File: src/rtl/cpu_mem_pkg.sv
// Shared types for the memory-stage front end: lane vectors, FSM states and
// the latched read-modify-write context.
package cpu_mem_pkg;
  localparam int NLANES     = 4;
  localparam int DMEM_WORDS = 256;

  typedef logic [NLANES-1:0][31:0] lane_vec_t;

  typedef enum logic {S_IDLE, S_RMW} state_t;

  typedef struct packed {
    lane_vec_t addr;
    lane_vec_t data;
  } rmw_t;
endpackage

File: src/rtl/lane_addr_gen.sv
// Strided lane address generator: addr[i] = base + i*stride (32-bit wrap),
// plus a per-lane flag for addresses beyond the end of dmem.
module lane_addr_gen
  import cpu_mem_pkg::*;
#(
  parameter int LIMIT_WORDS = 256
) (
  input  logic [31:0]       base,
  input  logic [31:0]       stride,
  output lane_vec_t         addr,
  output logic [NLANES-1:0] oor
);
  localparam logic [31:0] LIMIT = 32'(LIMIT_WORDS);

  for (genvar i = 0; i < NLANES; i++) begin : g_lane
    assign addr[i] = base + stride * 32'(i);
    assign oor[i]  = (addr[i] >= LIMIT);
  end
endmodule

File: src/rtl/mem_access_unit.sv
// Memory-stage front end: issues scalar/vector loads and stores to dmem,
// registers results toward WB, and runs partial-mask vector stores as RMW.
module mem_access_unit
  import cpu_mem_pkg::*;
#(
  parameter int DMEM_WORDS = cpu_mem_pkg::DMEM_WORDS
) (
  input  logic              clk,
  input  logic              reset,
  input  logic              req_valid,
  output logic              req_ready,
  input  logic              req_is_vec,
  input  logic              req_we,
  input  logic [31:0]       req_base,
  input  logic [31:0]       req_stride,
  input  logic [NLANES-1:0] req_mask,
  input  logic [31:0]       req_wd,
  input  lane_vec_t         req_wdv,
  output logic              dm_we,
  output logic              dm_wev,
  output logic [31:0]       dm_a,
  output logic [31:0]       dm_wd,
  output lane_vec_t         dm_va,
  output lane_vec_t         dm_wdv,
  input  logic [31:0]       dm_rd,
  input  lane_vec_t         dm_rdv,
  output logic              out_valid,
  input  logic              out_ready,
  output logic              out_is_load,
  output logic [31:0]       out_rd,
  output lane_vec_t         out_rdv,
  output logic              out_err
);
  state_t      state_q, state_d;
  rmw_t        rmw_q, rmw_d;
  logic        out_valid_q, out_valid_d;
  logic        out_is_load_q, out_is_load_d;
  logic        out_err_q, out_err_d;
  logic [31:0] out_rd_q, out_rd_d;
  lane_vec_t   out_rdv_q, out_rdv_d;

  lane_vec_t         lane_addr;
  logic [NLANES-1:0] lane_oor;
  logic              accept, req_err, mask_all, mask_any;

  lane_addr_gen #(.LIMIT_WORDS(DMEM_WORDS)) u_addr (
    .base   (req_base),
    .stride (req_stride),
    .addr   (lane_addr),
    .oor    (lane_oor)
  );

  // Lane 0 is the base address, so its flag doubles as the scalar range check.
  assign req_err  = req_is_vec ? |(lane_oor & req_mask) : lane_oor[0];
  assign mask_all = &req_mask;
  assign mask_any = |req_mask;

  always_comb begin
    state_d       = state_q;
    rmw_d         = rmw_q;
    out_valid_d   = out_valid_q & ~out_ready;
    out_is_load_d = out_is_load_q;
    out_err_d     = out_err_q;
    out_rd_d      = out_rd_q;
    out_rdv_d     = out_rdv_q;
    dm_we         = 1'b0;
    dm_wev        = 1'b0;
    dm_a          = '0;
    dm_wd         = '0;
    dm_va         = '0;
    dm_wdv        = '0;
    // Gating with reset keeps the combinational dmem path quiet while in reset.
    req_ready     = ~reset & (state_q == S_IDLE) & (~out_valid_q | out_ready);
    accept        = req_valid & req_ready;

    case (state_q)
      S_IDLE: begin
        if (accept) begin
          out_valid_d   = 1'b1;
          out_is_load_d = ~req_we;
          out_err_d     = req_err;
          out_rd_d      = '0;
          out_rdv_d     = '0;
          if (!req_is_vec) begin
            dm_a = req_base;
            if (req_we) begin
              dm_wd = req_wd;
              dm_we = ~req_err;
            end else if (!req_err) begin
              out_rd_d = dm_rd;
            end
          end else if (!req_we) begin
            dm_va = lane_addr;
            if (!req_err) begin
              for (int i = 0; i < NLANES; i++)
                out_rdv_d[i] = req_mask[i] ? dm_rdv[i] : 32'h0;
            end
          end else if (!req_err && mask_any) begin
            dm_va = lane_addr;
            if (mask_all) begin
              dm_wdv = req_wdv;
              dm_wev = 1'b1;
            end else begin
              // Merge against the current contents read this cycle; write next cycle.
              rmw_d.addr = lane_addr;
              for (int i = 0; i < NLANES; i++)
                rmw_d.data[i] = req_mask[i] ? req_wdv[i] : dm_rdv[i];
              out_valid_d = 1'b0;
              state_d     = S_RMW;
            end
          end
        end
      end
      S_RMW: begin
        dm_va         = rmw_q.addr;
        dm_wdv        = rmw_q.data;
        dm_wev        = 1'b1;
        out_valid_d   = 1'b1;
        out_is_load_d = 1'b0;
        out_err_d     = 1'b0;
        out_rd_d      = '0;
        out_rdv_d     = '0;
        state_d       = S_IDLE;
      end
      default: state_d = S_IDLE;
    endcase
  end

  always_ff @(posedge clk or posedge reset) begin
    if (reset) begin
      state_q       <= S_IDLE;
      rmw_q         <= '0;
      out_valid_q   <= 1'b0;
      out_is_load_q <= 1'b0;
      out_err_q     <= 1'b0;
      out_rd_q      <= '0;
      out_rdv_q     <= '0;
    end else begin
      state_q       <= state_d;
      rmw_q         <= rmw_d;
      out_valid_q   <= out_valid_d;
      out_is_load_q <= out_is_load_d;
      out_err_q     <= out_err_d;
      out_rd_q      <= out_rd_d;
      out_rdv_q     <= out_rdv_d;
    end
  end

  assign out_valid   = out_valid_q;
  assign out_is_load = out_is_load_q;
  assign out_err     = out_err_q;
  assign out_rd      = out_rd_q;
  assign out_rdv     = out_rdv_q;
endmodule
File: config.mk
export PLATFORM = sky130hd
export DESIGN_NAME = mem_access_unit
export DESIGN_NICKNAME = d
export VERILOG_FILES = /design/src/rtl/cpu_mem_pkg.sv /design/src/rtl/lane_addr_gen.sv /design/src/rtl/mem_access_unit.sv
export SDC_FILE = /design/constraint.sdc
export NUM_CORES = 1
export LEC_CHECK = 0
export ABC_CLOCK_PERIOD_IN_PS = 26800
export CORE_AREA = 3 3 346 348
export CTS_CLUSTER_DIAMETER = 150
export CTS_CLUSTER_SIZE = 8
export DETAILED_ROUTE_END_ITERATION = 8
export DIE_AREA = 0 0 349 351
export MAX_ROUTING_LAYER = met4
export PLACE_DENSITY_LB_ADDON = 0.1
export SYNTH_ARGS = -nofsm -noshare
export SYNTH_HDL_FRONTEND = slang
export SYNTH_SLANG_ARGS = --single-unit
File: constraint.sdc
create_clock -name clk -period 26.8 [get_ports clk]
set_input_delay 8.04 -clock clk [delete_from_list [all_inputs] [get_ports clk]]
set_output_delay 8.04 -clock clk [all_outputs]
set_load 0.05 [all_outputs]
==> metrics.cfg <==
[synthesis]
synth-compound-area-share_pct=20.52
postSynthAreaPerCell_sq_um=10.16
synth_sequential_area_ratio_pct=38.77
yosys-mux-area-fraction_pct=15.93
netlist_area_before_placement_sq_um=26980
synth_commonest_cells=dfrtp_1 (418), a22o_1 (243), mux2_2 (240), nand2_1 (188), clkbuf_1 (153)
yosys.area_share.adder_pct=6.669
ys.warnings.count=0
number_of_enable_type_register_cells_in_the_synthesized_netlist=0
yosys-top-cells-area=dfrtp_1 (39%), mux2_2 (10%), a22o_1 (7.9%), ha_1 (4.2%), mux2_1 (4.2%)
mappedNetlistNets=3174
syn-instance-count=2656
synth.ff_latch_count=418
yosysTopAreaCell=dfrtp_1
synth-async-reset-ratio_pct=100.0
most_frequently_used_cell_type_in_the_post_synthesis_netlist=dfrtp_1
number_of_distinct_standard_cells_referenced_by_the_synthesized_netlist=76
synthSimpleGateAreaFrac_pct=11.41
post_synth_xor_area_fraction_pct=2.240
yosys.area.top_type_share_pct=38.77
synth_top_family_by_area=compound AO/OA/AOI/OAI gates
synth_top_flop_cell=dfrtp_1

[grt]
via_count_of_the_first_global_routing_pass=25091
grt_start_max_net_pins=152
grt_first_pass_wirelength_um=210000
grt_antenna_before_repair=66
grt_remaining_overflow=0
track_usage_pct=24.79

[timing]
layout_min_cycle_time_ns=23.80
clock-skew-final_ns=0.03496
finalSetupViolCount=0
whs_ns=0.4757
layout_worst_path_cycle_share_pct=88.82
timing.setup.tns_ns=0
final_hold_viol_count=0
transition_time_of_the_tightest_slew_check_pin_ns=1.168
max-slew-margin-rel_pct=22.13
fmaxAchievable_ghz=0.04201
final_max_slew_viol_count=0
grt_setup_unrepaired=no

[die]
coreArea_sq_um=116500
fp.dieArea_sq_um=122500
fp-row-count=125
die_height_um=351
num_io_pins=880
die_w_um=349
initial_core_util_pct=23.16

[placement]
hpwl_um=119500
globalplace.congestion=0.9033
place.port_buffers=879
postPlaceCellArea_sq_um=37180

[drt]
met1_layer_wirelength_in_the_final_routing_um=67170
drt-total-wl_um=154300
drc=0
drt-initial-drc-count=1996
routed-wl-met3_um=9988
detailedRoute.firstPassIterationCount=5
via_count=25778
topRoutingLayerUsed=met4
met2RoutedLength_um=73040
ant_nets=0
post_drt_via_cell_ratio=5.161
detail_route.wl_per_cell_um=30.90

[critical_path]
worst-endpoint-arrival_ns=15.76
reg2regPathDepth=9
setup.worst_path.start_class=input pin
setup.worst_path.end_class=output port
reg_to_reg_slack_setup_ns=22.21
timing.critical_path.fanout_max=51
critical_register_to_register_path_startpoint=state_q
r2r_end=rmw_q[182]
critical_path_required_ns=18.76
setup.worst_path.class=in2out

[run]
drv.max_cap_violation_count=0

[worst_hold_path]
hold_path.class=reg2reg
worstHoldEndpoint=out_rdv[65]
timing.hold.worst_path_depth=2
worst_hold_startpoint=out_rdv[65]

[final_layout]
drive_gt1_share_pct=11.05
design_area_sq_um=38830
synthToLayoutAreaGrowth_pct=43.92
nets=3945

[clock_tree]
latest_clock_arrival_within_the_worst_skew_pair_ns=0.67
ctsHtreeMaxLevel=2
cts_hold_buffers=0
cts_repair_resize_count=0
tritoncts_sink_count=418
cts_root_buf=clkbuf_16
clkSlewWorstSetupHoldPaths_ns=0.05
cts_tree=yes
clock_path_buffers=3
cts_buffers=58
postCtsSetupRepairBufs=0

[pwr]
maximum_ir_drop_on_the_vdd_rail_mv=0.05282
pwr_density_cell_nw_per_um2=48.25
power.static_leakage_uw=0.01615

[run_status]
status=complete, no violations

## flip-flops by register name, indices dropped and copies added, names as in the netlist
register	count
out_valid	1
out_is_load	1
out_rd	32
out_err	1
out_rdv	128
state_q	1
rmw_q	254
## cells by family after synthesis
| group | after synthesis |
|---|---|
| fa+ha+maj | 124 |
| xor+xnor | 69 |
| compound gates | 762 |
| mux | 387 |
| flops | 418 |
| simple gates | 614 |
| buf+inv | 282 |
## power by group
| group | internal (uW) | switching [uW] | leakage, uW | total (uW) |
|---|---|---|---|---|
| sequential | 651 | 10.1 | 0.00559 | 662 |
| clock | 384 | 310 | 0.000760 | 695 |
| combinational | 198 | 319 | 0.00980 | 517 |
| total | 1230 | 639 | 0.0161 | 1870 |
## worst max-delay path by stage
| stage | startpoint | to | depth (start not counted) |
|---|---|---|---|
| final | req_base[19] | dm_wev | 14 |
| after global routing | req_base[19] | dm_wev | 14 |
| after CTS | req_base[19] | dm_wev | 14 |
| after detailed placement | req_base[19] | dm_wev | 14 |
| after global placement | req_base[19] | dm_wev | 14 |
| after floorplan | req_base[1] | dm_va[1] | 18 |
## worst max-delay path, cell delays in order
cell             delay [ns]
clkdlybuf4s50_1        0.83
ha_1                   0.65
nand2_1                0.11
nor4_1                 0.49
nand4_1                0.22
a31oi_1                0.60
o21ai_0                0.18
a2111oi_0              0.51
nand4_1                0.20
or4b_1                 0.64
o31ai_1                0.75
nand3_4                0.72
o21ai_0                0.79
clkdlybuf4s50_1        1.00
## through the flow
stage | total power (uW) | instances | util (%) | setup slack (ns)
after floorplan | 965.5 | 2656 | - | 5.864
after detailed placement | 1188 | 4891 | 31.91 | 3.175
after CTS | 1901 | 4955 | 33.24 | 3.131
final | 1874 | 4995 | 33.33 | 2.997
after global placement | 1192 | 4891 | 31.91 | 3.105
after global routing | 1965 | 4982 | 33.30 | 2.586
## placed cells by master, fill, tap and decap left out, types with 7 or more instances in the layout
cell,netlist,routed
clkdlybuf4s50_1,0,874
dfrtp_1,418,417
a22o_1,243,243
mux2_2,240,240
nand2_1,188,188
o21ai_0,150,150
nand3_1,122,121
a21oi_1,100,100
mux2_1,100,100
ha_1,91,91
inv_1,71,70
nor2_1,70,66
clkbuf_16,0,58
and2_1,49,49
mux2i_1,47,47
and3_1,46,46
o22ai_1,45,45
diode_2,0,40
xnor2_1,40,40
buf_4,4,40
fa_1,33,33
nand4_1,32,32
a21o_1,32,32
a32o_1,32,32
xor2_1,29,29
nor3_1,22,22
o211ai_1,21,21
o21a_1,20,20
or3_1,16,16
nor2b_1,15,15
nor4_1,16,14
a31oi_1,13,13
and4_1,12,12
a211oi_1,11,11
o21bai_1,10,10
o2111ai_1,8,8
or2_2,7,7
## metal layers
metal	vias to the layer above	track usage (%)
met1	13084	31.34
li1	11537	-
met4	0	6.518
met2	963	40.09
met5	-	-
met3	194	5.438
## cell type report
type,instances,area [sq um]
fill,11964,77690
multi-input combinational,1956,15400
sequential,418,10460
timing repair buffer,921,9129
tap,1524,1907
clock buffer,60,1469
inverter,72,277.8
antenna,40,100.1
clock inverter,4,85.08
(Power assumes the default switching activity.)
